**config.mk**
```make
export PLATFORM = sky130hd
export DESIGN_NAME = modulo_n_counter
export DESIGN_NICKNAME = d
export VERILOG_FILES = /design/src/rtl/modulo_n_counter_tff_en.sv /design/src/rtl/modulo_n_counter.sv
export SDC_FILE = /design/constraint.sdc
export NUM_CORES = 1
export LEC_CHECK = 0
export CORE_AREA = 8 8 45 47
export CTS_CLUSTER_SIZE = 24
export DETAILED_ROUTE_END_ITERATION = 16
export DIE_AREA = 0 0 53 55
export HOLD_SLACK_MARGIN = 0.12
export MAX_ROUTING_LAYER = met4
export PLACE_DENSITY = 0.62
export SKIP_CTS_REPAIR_TIMING = 1
export SLEW_MARGIN = 25
export SYNTH_ARGS = -nofsm -noshare
export SYNTH_HDL_FRONTEND = slang
export SYNTH_SLANG_ARGS = --single-unit
```
**constraint.sdc**
```tcl
create_clock -name clk -period 2.7 [get_ports clk]
set_input_delay 0.54 -clock clk [delete_from_list [all_inputs] [get_ports clk]]
set_output_delay 0.54 -clock clk [all_outputs]
set_load 0.05 [all_outputs]
```
**src/rtl/modulo_n_counter_tff_en.sv**
```systemverilog
// Enabled toggle flop: q inverts on each rising edge where toggle is high.
// Latency: one edge from toggle to q; asynchronous active-low clear.
// No backpressure: toggle is acted on every edge it is high.
module tff_en (
  input  logic clk,
  input  logic rstN,
  input  logic toggle,
  output logic q
);

  // Hold or invert the stored bit; clear immediately when rstN drops.
  always_ff @(posedge clk or negedge rstN) begin
    if (!rstN) begin
      q <= 1'b0;
    end else if (toggle) begin
      q <= ~q;
    end
  end

endmodule

```
**src/rtl/modulo_n_counter.sv**
```systemverilog
// Modulo-N up/down counter with enable, clamped parallel load, wrap pulse and divide-by-2N toggle.
// Latency: count, wrap and out all update on the same rising edge; no combinational input-to-output path.
// No backpressure: steps on every enabled edge; load overrides enable.
module modulo_n_counter #(
  parameter int WIDTH   = 3,
  parameter int MODULUS = 6
) (
  input  logic             clk,
  input  logic             reset,
  input  logic             en,
  input  logic             up_dn,
  input  logic             load,
  input  logic [WIDTH-1:0] load_val,
  output logic [WIDTH-1:0] count,
  output logic             wrap,
  output logic             out
);

  // Counts live in 0..MODULUS-1, so MODULUS itself needs WIDTH+1 bits when it equals 2**WIDTH.
  localparam logic [WIDTH:0]   MOD_EXT  = (WIDTH+1)'(MODULUS);
  localparam logic [WIDTH:0]   TERM_EXT = (WIDTH+1)'(MODULUS - 1);
  localparam logic [WIDTH:0]   ONE_EXT  = (WIDTH+1)'(1);
  localparam logic [WIDTH-1:0] TERM     = WIDTH'(MODULUS - 1);

  generate
    if (MODULUS < 2 || MODULUS > (1 << WIDTH)) begin : gBadModulus
      $error("modulo_n_counter: MODULUS must satisfy 2 <= MODULUS <= 2**WIDTH");
    end
  endgenerate

  logic [WIDTH:0]   countExt;
  logic [WIDTH:0]   loadExt;
  logic [WIDTH-1:0] countNext;
  logic             wrapEdge;

  assign countExt = {1'b0, count};
  assign loadExt  = {1'b0, load_val};

  // Next count and wrap detection: load beats enable; wrap found by terminal compare, not carry-out.
  always_comb begin
    countNext = count;
    wrapEdge  = 1'b0;
    if (load) begin
      countNext = (loadExt < MOD_EXT) ? load_val : TERM;
    end else if (en) begin
      if (up_dn) begin
        if (countExt == TERM_EXT) begin
          countNext = '0;
          wrapEdge  = 1'b1;
        end else begin
          countNext = WIDTH'(countExt + ONE_EXT);
        end
      end else begin
        if (countExt == '0) begin
          countNext = TERM;
          wrapEdge  = 1'b1;
        end else begin
          countNext = WIDTH'(countExt - ONE_EXT);
        end
      end
    end
  end

  // Count register and one-cycle wrap pulse; reset clears both without producing a pulse.
  always_ff @(posedge clk or negedge reset) begin
    if (!reset) begin
      count <= '0;
      wrap  <= 1'b0;
    end else begin
      count <= countNext;
      wrap  <= wrapEdge;
    end
  end

  tff_en uOutTff (
    .clk    (clk),
    .rstN   (reset),
    .toggle (wrapEdge),
    .q      (out)
  );

endmodule

```
# Word level (Yosys, flattened, before mapping)
# Cells that the tools add are included.
dict set report classes {
  n_addsub 2
  magnitude_cmp 1
  n_eq_ne 1
  mux 11
  bitwise_logic 1
  reduce_logical 2
}
# operator n
set ops {}
lappend ops {{two-way mux 3 bit} 6}
lappend ops {{two-way mux 1 bit} 5}
lappend ops {{logical NOT 4 bit} 1}
lappend ops {{adder 3 x 1 -> 3 bit, second input constant} 1}
lappend ops {{== test 3 bit, second input constant} 1}
lappend ops {{< comparator 3 bit, second input constant} 1}
lappend ops {{subtractor 3 x 1 -> 3 bit, second input constant} 1}
lappend ops {{nonzero test 2 bit} 1}
lappend ops {{NOT 1 bit} 1}
dict set report word_totals {
  register_bits 5
  inputBits 8
}

# Logic depth before layout (Yosys ltp)
# Gate-level depths: netlist of the first run.
dict set report depth {
  ltp_word 5
  depth_mapped 4
  ltp_nobuf 3
}

# By module
# A second synthesis of the first run with hierarchy kept.
dict set report hier_totals {
  cells_unflattened 31
  hier_area_um2 306.5
}
# module instances cells_per_inst area_per_inst_um2
set by_module_without_submodules {}
lappend by_module_without_submodules {modulo_n_counter 1 29 272.8}
lappend by_module_without_submodules {tff_en 1 2 33.8}

# Least setup slack after synthesis of the first run
# OpenSTA, ideal clock, no wires.
dict set report synth_timing {
  kind {flip-flop to flip-flop}
  start {register count[0]}
  end {register uOutTff.q}
  setup_time_ps 82
  t_arrival_ps 1516
  required_ps 2618
  path_slack_ps 1103
  stages_incl_launch_ff 5
  path_cell_list {dfrtp_1 > buf_6 > or3_4 > a211oi_4 > xor2_1}
}
dict set report synth_via {
  elab_chain_cells 5
}
# element line_no
set synth_rtl {}
lappend synth_rtl {{start, declared} modulo_n_counter.sv:14} ;# output logic [WIDTH-1:0] count,
lappend synth_rtl {{start signal, assigned} modulo_n_counter.sv:70} ;# count <= countNext;
lappend synth_rtl {{== test 3 bit / logical NOT 4 bit (equally long branches)} {modulo_n_counter.sv:47, modulo_n_counter.sv:54}}
lappend synth_rtl {{two-way mux 1 bit, on equally long branches} {modulo_n_counter.sv:47, modulo_n_counter.sv:54}}
lappend synth_rtl {{two-way mux 1 bit (*)} modulo_n_counter.sv:46} ;# if (up_dn) begin
lappend synth_rtl {{two-way mux 1 bit (*)} modulo_n_counter.sv:45} ;# end else if (en) begin
lappend synth_rtl {{two-way mux 1 bit (*)} modulo_n_counter.sv:43} ;# if (load) begin
lappend synth_rtl {{net uOutTff.toggle} modulo_n_counter_tff_en.sv:7} ;# input logic toggle,
lappend synth_rtl {{end signal, assigned} modulo_n_counter_tff_en.sv:16} ;# q <= ~q;
lappend synth_rtl {{end, declared} modulo_n_counter_tff_en.sv:8} ;# output logic q
# The timed path passes the listed nets; every way through them passes the cells marked *.
# A chain may end at the register's enable or synchronous reset.

# Worst setup path after layout of the first run
dict set report layout_timing {
  start {register count[0]}
  end {output count[0]}
}
# No word-level cell between the ends.

==> results of run 1 <==
==> cells in the mapped netlist (all sizes together) <==
cell type | n | area share
o21ai | 1 | 0.015
a31oi | 1 | 0.019
buf | 2 | 0.048
or3 | 2 | 0.052
xor2 | 2 | 0.052
o21a | 1 | 0.022
nor2 | 1 | 0.011
o31a | 1 | 0.026
a21oi | 4 | 0.060
nand3 | 1 | 0.015
inv | 2 | 0.022
and2b | 1 | 0.026
and3b | 1 | 0.030
a211oi | 2 | 0.082
dfrtp | 5 | 0.37
xnor2 | 1 | 0.026
nor3 | 1 | 0.015
nor3b | 1 | 0.022
a22oi | 1 | 0.022
a21o | 1 | 0.022
nand2b | 2 | 0.037
==> kinds of logic (layout without fill, tap and decap cells) <==
logic type / Yosys count / count (layout) / synth area share
AO/OA/AOI/OAI: 12 / 12 / 0.2687
AND/OR/NAND/NOR: 10 / 10 / 0.2089
flip-flops: 5 / 5 / 0.3731
buffers and inverters: 4 / 18 / 0.07089
XOR/XNOR: 3 / 3 / 0.07837
==> state kept, by name (all words and copies together) (netlist names) <==
signal and flops:
uOutTff.q 1, count 3, wrap 1
==> per-layer routing <==
| metal | track usage | up-vias |
|---|---|---|
| met2 | 0.1055 | 10 |
| met4 | 0.09052 | 0 |
| met5 | - | - |
| met3 | 0.02674 | 4 |
| li1 | - | 148 |
| met1 | 0.04916 | 140 |
==> path summary, 6_finish.rpt <==
path | cells after the start | from | end | slack (ps)
hold / removal | 1 | uOutTff.q | uOutTff.q | 460
hold reg to reg | 1 | uOutTff.q | uOutTff.q | 460
setup / recovery | 1 | count[0] | count[0] | 540
setup reg to reg | 3 | count[0] | uOutTff.q | 1320
max in group asynchronous | 1 | reset | count[2] | 2000
min in group asynchronous | 1 | reset | uOutTff.q | 520
==> cell type report <==
type	instances	area (um2)
clock buffer	4	26.28
fill	150	898.4
inverter	2	7.507
multi-input combinational	25	186.4
sequential	5	125.1
tap	16	20.02
timing repair buffer	12	120.1
==> worst register-to-register path, delay by kind of cell, from the launching register on <==
kind,cells,cell delay (ps)
AOI/OAI and AO/OA,1,230
DFF,1,470
xor gates and xnor gates,1,160
and+or+nand+nor,1,440
==> report_power, final <==
part           switching (mW)  total, mW  internal, mW
Clock                  0.0311     0.0870        0.0559
Combinational          0.0783      0.133        0.0542
Sequential             0.0188      0.108        0.0894
==> metrics by stage <==
step                      cells  worst slack [ps]  total power, mW  hold WS [ps]  instance area (um2)
after floorplan              34              1103           0.1969         244.4                335.3
after global placement       60             770.7           0.2430         467.1                459.2
after detailed placement     60             732.3           0.2433         457.4                459.2
after CTS                    64             526.9           0.3331         466.8                485.5
after global routing         64             484.8           0.3504         493.1                485.5
final                        64             542.6           0.3278         459.9                485.5
==> metrics.yaml, run 1 <==
drv_cap: 0
worst_slew_pin_slew_ps: 501.6
syn_area_um2: 335.3
vias: 302
place.gp.congestion: 0.7118
ir_drop_mv: 0.2196
die_area_mm2: 0.002915
grt_antenna_before_repair: 0
finalCritPeriodShare: 0.7991
ys_types: 24
layout_commonest_cell: "clkdlybuf4s50_1"
synth-seq-cells: 5
dr_wl_met3_um: 56
cts_root_buf: "clkbuf_4"
die_h_um: 55
routed_via_density: 4.719
boundaryPins: 13
wl_met1_um: 277
syn_inst: 34
routed-wl-met2_um: 378
insertedDiodeCount: 0
rsz0062_at_grt: "false"
crit_type: "reg2out"
leakage_nw: 0.1945
syn_to_final_growth_pct: 44.78
fp-row-count: 14
die-width_um: 53
endpoint_kind: "output port"
wl_per_cell_um: 11.83
cts_tree: "yes"
slowest_stage: "clkdlybuf4s50_1"
cp_num_buf_inv: 1
cts.sinks: 5
slowest_delay_ps: 870
final_util: 0.3508
setup_viol: 0
globalRouteOverflowTotal: 0
crit_path_cell_trace: "clkdlybuf4s50_1"
max_slew_margin: 0.6645
floorplan.initialDensity: 0.2423
cts_buffer_depth: 2
fin_setup_tns_ps: 0
hold_viol_final: 0
cts_made_buffers: 3
drive_gt1_frac: 0.1458
fmax_ghz: 0.4635
ys_seq_area_frac: 0.3731
antenna_left: 0
power_density_mw_per_mm2: 675.2
first_global_vias: 301
synth_nets: 42
grt_usage: 0.06614
crit_required_ps: 2160
final_cell_mix: "clkdlybuf4s50_1 (12), dfrtp_1 (5), a21oi_1 (4)"
path_delay_family: "buffers and inverters"
drv_slew: 0
drt_iter0_drc: 3
drc: 0
wl_um: 757
hold_path_class: "reg2reg"
nets: 57
cp_max_fo: 9
status: "complete, no violations"
worstSetupStartpointType: "flop"
grt_max_degree: 10
cts_max_level: 1
fin_skew_ps: 0.6332
cp.arrival_ps: 1620
dr.pass1.iters: 2
avgSynthCellArea_um2: 9.862
clk_pin_slew_worst_paths_ps: 40
core-area_mm2: 0.001384
ys.warnings.count: 0
fin_crit_ps: 2157
clkLatencyLatePin_ps: 240
top_layer: "met4"
placement.io_buffers: 12
grt_pass1_wl_mm: 1.248
Note: power is estimated with default switching activity, not from simulation.
==> inputs of run 2 (changes only) <==
clock period = 2 ns   (was 2.7 ns; I/O delays follow)
==> metrics.yaml, run 2 (synthesized netlist as in run 1, its figures left out) <==
status: "complete, no violations"
insertedDiodeCount: 0  # unchanged
core-area_mm2: 0.001384  # unchanged
syn_to_final_growth_pct: 42.54
top_register: "count"
n_fill_cell: 150  # unchanged
crit_required_ps: 1600  # -560 ps
nets: 57  # unchanged
path_delay_family: "buffers and inverters"
floorplan.initialDensity: 0.2423  # unchanged
antenna_left: 0  # unchanged
gr-usage-met1: 0.06000  # +0.01084
p_sw_uw: 174.4  # +36%
routed_via_density: 4.625  # -2.0%
final_cell_mix: "clkdlybuf4s50_1 (9), dfrtp_1 (5), a21oi_1 (4)"
wl_um: 782  # +3.3%
setup_ws_ps: 194.9  # -347.6 ps
multi_input_area_um2: 186.4  # unchanged
grt_usage: 0.06844  # +0.002300
use_met2: 0.1016  # -0.003906
slowest_stage: "clkdlybuf4s50_1"
cts_root_buf: "clkbuf_4"
crit_type: "reg2out"
placement.io_buffers: 12  # unchanged
place.gp.congestion: 0.7029  # -1.3%
sw_frac_of_total: 0.3956  # +0.004222
drt_iter0_drc: 3  # unchanged
fp-row-count: 14  # unchanged
die_h_um: 55  # unchanged
hpwl_um: 625.3
rsz0062_at_grt: "false"
dr.pass1.iters: 2  # unchanged
fin_skew_ps: 2.761  # +2.128 ps
drc: 0  # unchanged
layout_commonest_cell: "clkdlybuf4s50_1"
first_global_vias: 293  # -2.7%
boundaryPins: 13  # unchanged
regArea_um2: 125.1  # unchanged
largest_reg_flops: 3  # unchanged
endpoint_kind: "output port"
cts_tree: "yes"
leakage_nw: 0.1973  # +1.4%
drive_gt1_frac: 0.2083  # +0.06250
worstSetupStartpointType: "flop"
globalRouteOverflowTotal: 0  # unchanged
pwr-share-comb: 0.401  # -0.003
power_density_mw_per_mm2: 922.1  # +37%
max_slew_margin: 0.6639  # -0.0006700
reg_top3: "count x3, uOutTff.q x1, wrap x1"
worst_slew_pin_slew_ps: 502.6  # +1.002 ps
cp_num_buf_inv: 1  # unchanged
hold_path_class: "in2async"
vias: 296  # -2.0%
die_area_mm2: 0.002915  # unchanged
setup_viol: 0  # unchanged
drv_slew: 0  # unchanged
clkLatencyLatePin_ps: 240  # about the same
grt_antenna_before_repair: 0  # unchanged
dp_slack_ps: 143.0  # -589.3 ps
clkPwrFrac: 0.267  # about the same
fmax_ghz: 0.5540
cp_max_fo: 2  # -7
intPower_uw: 266.3  # +34%
grt_max_degree: 10  # unchanged
ir_drop_mv: 0.2452  # +12%
finalCritPeriodShare: 0.9025
crit_path_cell_trace: "clkdlybuf4s50_1"
fin_crit_ps: 1805
wl_per_cell_um: 12.22  # +3.3%
cts.sinks: 5  # unchanged
p_seq_frac: 0.332  # +0.002
cts_buffer_depth: 2  # unchanged
fin_setup_tns_ps: 0  # unchanged
clk_pin_slew_worst_paths_ps: 40  # about the same
die-width_um: 53  # unchanged
grt_pass1_wl_mm: 1.317  # +5.5%
met3_usage: 0.01604  # -0.01070
hold_viol_final: 0  # unchanged
cts_made_buffers: 3  # unchanged
cts_max_level: 1  # unchanged
drv_cap: 0  # unchanged
top_usage_layer: "met4"
slowest_delay_ps: 810  # -60 ps
cp.arrival_ps: 1410  # -210 ps
## run 2: worst register-to-register path, cell delays in order, from the launching register on
cell and delay, ps:
dfrtp_1 480, or3_4 440, a211oi_4 230, xor2_1 170
## run 2: through the flow
stage / instance area, um2 / util / hold slack (ps) / std cells / power [mW]
4_1_cts: 478.0 / 0.3454 / 381.3 / 64 / 0.4478
6_report: 478.0 / 0.3454 / 377.3 / 64 / 0.4407
3_5_place_dp: 451.7 / 0.3264 / 457.5 / 60 / 0.3266
2_1_floorplan: 335.3 / - / 104.4 / 34 / 0.2658
3_3_place_gp: 451.7 / 0.3264 / 467.4 / 60 / 0.3251
5_1_grt: 478.0 / 0.3454 / 381.2 / 64 / 0.4737
## run 2: final timing paths
path                           start   endpoint  cells after the start  slack [ps]
setup / recovery           uOutTff.q        out                      1         190
hold / removal                 reset   count[2]                      1         380
setup reg to reg            count[0]  uOutTff.q                      3         600
hold reg to reg            uOutTff.q  uOutTff.q                      1         460
max in group asynchronous      reset   count[0]                      1        1430
min in group clk           uOutTff.q  uOutTff.q                      1         460
## run 2: cell type report
cell class              count  area share
inverters                   2     0.01571
repair buffers             12      0.2356
well taps                  16     0.04188
multi-input cells          25      0.3901
flip-flops and latches      5      0.2618
clock buffers               4     0.05497
## run 2: per-layer routing
metal / share of wire / wire length, um
met1: 0.34 / 268
met4: 0.070 / 55
met2: 0.50 / 390
met3: 0.087 / 68
met5: 0 / 0
## run 2: power by group through the flow
stage          sequential [mW]  clock (mW)  combinational [mW]
5_1_grt                  0.150       0.134               0.190
3_3_place_gp             0.150           0               0.176
4_1_cts                  0.146       0.122               0.179
3_5_place_dp             0.148           0               0.178
2_1_floorplan            0.208           0              0.0578
6_report                 0.146       0.118               0.177
==> RTL edit 1 (flow settings as in run 1) <==
`WIDTH`: 3 -> 4.
--- a/src/rtl/modulo_n_counter.sv
+++ b/src/rtl/modulo_n_counter.sv
@@ -2,7 +2,7 @@
 // Latency: count, wrap and out all update on the same rising edge; no combinational input-to-output path.
 // No backpressure: steps on every enabled edge; load overrides enable.
 module modulo_n_counter #(
-  parameter int WIDTH   = 3,
+  parameter int WIDTH   = 4,
   parameter int MODULUS = 6
 ) (
   input  logic             clk,
Interface: changed (resized count and load_val); port bits go from 13 to 15. The function was not compared with the original's and may differ.
==> RTL edit 1 against run 1 <==
Setup slack got worse by 0.0053 ns. Final area is 16% higher. Sequential power rose by 12%. Power rose by 3.3%. Cell count grew 17%. Count of clock-buffer cells in the layout shrank 1. Utilization increased by 5.6 points. Sequential cell count up 1. Synthesized cell count is 26% higher. Synthesized area up 16%. Clock power fell by 4.6%. Routed wire length grew 24%. Critical path type unchanged. Critical endpoint is now count[3]. Largest cell class unchanged.
==> RTL edit 1: results (changes against run 1) <==
The met3 global-route usage came to 2.41% (-0.27 points). The total cell area at the placement stage came out at 541 um^2 (+18%). The length of routed met2 wiring was 385 um (+1.9%). The number of iterations in the first detailed-routing pass came to 4 (+2). The non-clock buffer area fraction after layout is 24.9% (+0.15 points). The multi-input gate count was 33 (+32%). The area occupied by registers came out at 150 um^2 (+20%). The flow ran to the end, and the final reports show no timing, DRC or antenna violations. The total nets after synthesis is 52 (+24%). The wire length on met1 is 442 um (+60%).

The met1 global-route usage is 9.05% (+4.1 points). The count of nets after finishing is 70 (+23%). The sequential fraction of the synthesis area was 38.7% (+1.4 points). The global-route wire length before repair is 1.66 mm (+33%). The final estimated routing congestion in global placement is 0.743 (+4.4%). The worst-case vdd ir drop is 0.334 mV (+52%). The fraction of standard cell area in multi-input logic is 38.9% (+0.49 points). In the post-synthesis netlist, the biggest area contributors are dfrtp_1, o21ai_0, nor4_4. The share of layout cells above drive strength 1 is 13.6% (-1.0 points).

The met2 layer usage reported by global route came out at 10.7% (+0.20 points). The smallest hold slack came out at 0.462 ns (+0.00240 ns). In this run the critical register-to-register path is launched from count[1].

The slew of the pin with the lowest slew margin is 0.501 ns (-0.000928 ns). The net switching power figure is 0.133 mW (+3.4%). The post-synthesis area per instance is 9.02 um^2 (-8.5%). The routed length on met3 is 87 um (+55%). The internal power contribution came out at 0.206 mW (+3.2%). The worst setup slack before clock tree synthesis was 0.770 ns (+0.0376 ns). The port buffer count came out at 14 (+2). The global-route total usage across every layer came out at 8.14% (+1.5 points).

The register-to-register setup slack was 1.35 ns (+0.03 ns). The total leakage power came out at 0.204 nW (+4.6%). The initial detailed-routing violation count is 10 (+7). The maximum fanout along the worst path came out at 8 (-1). The sequential cell fraction of total power was 35.9% (+2.9 points). Sorting the synthesized cells by how often they occur yields dfrtp_1, o21ai_0, a21oi_1, nor2_1. The number of different library cells in the post-synthesis netlist is 20 (-17%). In the final layout, the registers with the most flip-flops are count (4), uOutTff.q (1), wrap (1). The worst clock skew on the final layout is 0.00824 ns (+0.00761 ns). The total via count after detailed routing was 382 (+26%). The cell count after placement came to 72 (+20%).

The number of inverters outside the clock class in the layout came out at 3 (+1).
==> RTL edit 1: changes by cell type in the layout (fill, tap and decap cells not counted), moves of 2 or more <==
cell	run 1	this run
clkdlybuf4s50_1	12	14
nand2_1	0	3
nor2_1	1	4
o211ai_1	0	2
o21ai_0	1	5
==> RTL edit 1: kinds of logic after synthesis <==
logic type	Yosys count	synth area share [%]
AOI/OAI and AO/OA	15	25.8
xor gates and xnor gates	2	4.52
buffers and inverters	4	4.84
DFF	6	38.7
and+or+nand+nor	16	26.1
==> RTL edit 1: worst max path at each step <==
stage	startpoint	to	slack [ns]	depth (start not counted)
final	count[3]	count[3]	0.54	1
after global routing	count[3]	count[3]	0.49	1
after CTS	count[3]	count[3]	0.53	1
after detailed placement	up_dn	count[2]	0.77	5
after global placement	up_dn	count[2]	0.76	5
after floorplan	count[0]	count[2]	1.11	4
==> RTL edit 2 (config.mk and constraints of run 1) <==
Without the edit above. Register the output `count` once more, cleared by the reset; this adds one clock of latency there. The other outputs are not delayed to match. Comments in the files are not updated.
--- a/src/rtl/modulo_n_counter.sv
+++ b/src/rtl/modulo_n_counter.sv
@@ -22,6 +22,8 @@
   localparam logic [WIDTH:0]   ONE_EXT  = (WIDTH+1)'(1);
   localparam logic [WIDTH-1:0] TERM     = WIDTH'(MODULUS - 1);
 
+  logic [WIDTH-1:0] count_s0;
+
   generate
     if (MODULUS < 2 || MODULUS > (1 << WIDTH)) begin : gBadModulus
       $error("modulo_n_counter: MODULUS must satisfy 2 <= MODULUS <= 2**WIDTH");
@@ -33,12 +35,12 @@
   logic [WIDTH-1:0] countNext;
   logic             wrapEdge;
 
-  assign countExt = {1'b0, count};
+  assign countExt = {1'b0, count_s0};
   assign loadExt  = {1'b0, load_val};
 
   // Next count and wrap detection: load beats enable; wrap found by terminal compare, not carry-out.
   always_comb begin
-    countNext = count;
+    countNext = count_s0;
     wrapEdge  = 1'b0;
     if (load) begin
       countNext = (loadExt < MOD_EXT) ? load_val : TERM;
@@ -64,10 +66,10 @@
   // Count register and one-cycle wrap pulse; reset clears both without producing a pulse.
   always_ff @(posedge clk or negedge reset) begin
     if (!reset) begin
-      count <= '0;
+      count_s0 <= '0;
       wrap  <= 1'b0;
     end else begin
-      count <= countNext;
+      count_s0 <= countNext;
       wrap  <= wrapEdge;
     end
   end
@@ -79,5 +81,13 @@
     .q      (out)
   );
 
+  always_ff @(posedge clk or negedge reset) begin
+    if (!reset) begin
+      count <= '0;
+    end else begin
+      count <= count_s0;
+    end
+  end
+
 endmodule
 
Formal check against the unedited RTL: not equivalent (a bounded check fails within 4 cycles, from zero or initial values and one cycle with reset low).
==> RTL edit 2 against run 1 <==
Synthesized area up 22%. Clock power about the same. Utilization up 5.2 points. Largest power group is now sequential cells. Cell count up 3.1%. Setup slack better by 0.21 ns. Final area up 15%. First-iteration DRC count up 67%. Count of clock-buffer cells in the layout down 1. Sequential cell count up 3. Power up 16%. Largest cell class is now registers. Sequential power up 49%. Register-to-register slack worse by 0.03 ns. Routed wire length up 5.7%.
==> RTL edit 2: results (changes against run 1) <==
The via count of the first global-routing pass came to 326 (+8.3%). Among cell families on the critical path, the largest total delay comes from buffers and inverters. Ranked by total cell area, the synthesized netlist is headed by dfrtp_1, a211oi_4, a21oi_1. The number of flops mapped to enable cells by yosys came to 0 (unchanged). The initial antenna violation count came to 0 (unchanged).

The CTS buffer count was 3 (unchanged). The final estimated routing congestion in global placement is 0.773 (+8.6%). The final HPWL from detailed placement came out at 640 um. The largest buffer count on any clock path is 2 (unchanged). The port buffer count came out at 12 (unchanged). The worst-case vdd ir drop is 0.169 mV (-23%). The number of iterations in the first detailed-routing pass is 4 (+2). The count of nets after finishing came out at 60 (+5.3%). The initial detailed-routing violation count was 5 (+2). The arrival time reported for the critical path endpoint was 1.40 ns (-0.22 ns).

The vias per cell came to 4.95 (+5.0%). In the final layout, the registers with the most flip-flops are count (3), count_s0 (3). The type of the most critical hold path is reg2reg. The later-pin clock latency in the skew report is 0.25 ns. The number of warnings printed during yosys synthesis came out at 0 (unchanged).

The global-route wire length before repair is 1.35 mm (+7.8%). The worst clock skew on the final layout is 0.00381 ns (+0.00317 ns). The global-route total usage across every layer was 6.69% (+0.079 points). The fraction of synthesis flops using an asynchronous set or reset pin is 100% (unchanged). The internal power contribution is 0.245 mW (+23%). The share of layout cells above drive strength 1 came out at 14.0% (-0.58 points). The sequential fraction of the synthesis area came out at 48.8% (+11 points). The total nets after synthesis was 45 (+7.1%).

The CTS H-tree depth is 1 (unchanged). The cell with the biggest individual delay on the critical path is clkdlybuf4s50_1. The slew of the pin with the lowest slew margin came to 0.496 ns (-0.00566 ns). The final routed wirelength across all metal layers is 800 um (+5.7%). The largest stage delay on the critical path came to 0.81 ns (-0.06 ns). The run finished with clean final reports. The total leakage power came out at 0.228 nW (+17%). The commonest cells after synthesis are dfrtp_1, a21oi_1, inv_1, nand2b_1, xor2_1. The number of different library cells in the post-synthesis netlist came out at 24 (unchanged). The maximum fanout along the worst path is 2 (-7). The number of antenna diodes was 0 (unchanged). The clock input transition at the sequential cells of the worst setup and hold paths is 0.05 ns.

The cell sitting at the root of the clock tree is a clkbuf_4. The largest net degree at the start of global routing is 10 (unchanged). The worst setup slack before clock tree synthesis is 0.709 ns (-0.0238 ns).
==> RTL edit 2: power by group through the flow <==
stage / combinational [mW] / sequential [mW] / clock, mW
detailed placement: 0.135 / 0.163 / 0
finish: 0.134 / 0.161 / 0.0868
global placement: 0.133 / 0.163 / 0
floorplan: 0.0429 / 0.207 / 0
CTS: 0.135 / 0.161 / 0.0903
global route: 0.141 / 0.166 / 0.0970
==> RTL edit 2: kinds of logic (layout without fill, tap and decap cells) <==
kind of cell / after synthesis / count (layout) / synth area share [%]
AOI/OAI and AO/OA: 12 / 12 / 22.0
and+or+nand+nor: 10 / 10 / 17.1
DFF: 8 / 8 / 48.8
buffers and inverters: 4 / 17 / 5.79
xor gates and xnor gates: 3 / 3 / 6.40
==> RTL edit 2: cell type report <==
type	instances	area, um^2
fillers	151	827
flip-flops and latches	8	200
multi-input cells	25	186
repair buffers	12	120
clock buffers	3	22.5
well taps	16	20.0
inverters	2	7.51
==> RTL edit 2: layer usage <==
layer	track usage (%)	vias up	share of wire [%]
met5	-	-	0
met4	5.17	0	1.8
met3	2.94	2	12
met2	10.4	10	50
met1	6.51	158	36
li1	-	157	-
==> RTL edit 2: metrics by stage <==
| step | std cells | cell area (um^2) |
|---|---|---|
| floorplan | 37 | 410 |
| global placement | 63 | 534 |
| detailed placement | 63 | 534 |
| CTS | 66 | 557 |
| global route | 66 | 557 |
| finish | 66 | 557 |
==> RTL edit 2: worst paths after layout <==
path	end	slack, ns	start	depth (start not counted)
setup / recovery	out	0.76	uOutTff.q	1
hold / removal	uOutTff.q	0.47	uOutTff.q	1
setup reg to reg	uOutTff.q	1.29	count_s0[0]	3
hold reg to reg	uOutTff.q	0.47	uOutTff.q	1
max in group asynchronous	uOutTff.q	1.90	reset	1
min in group asynchronous	count[1]	0.55	reset	1
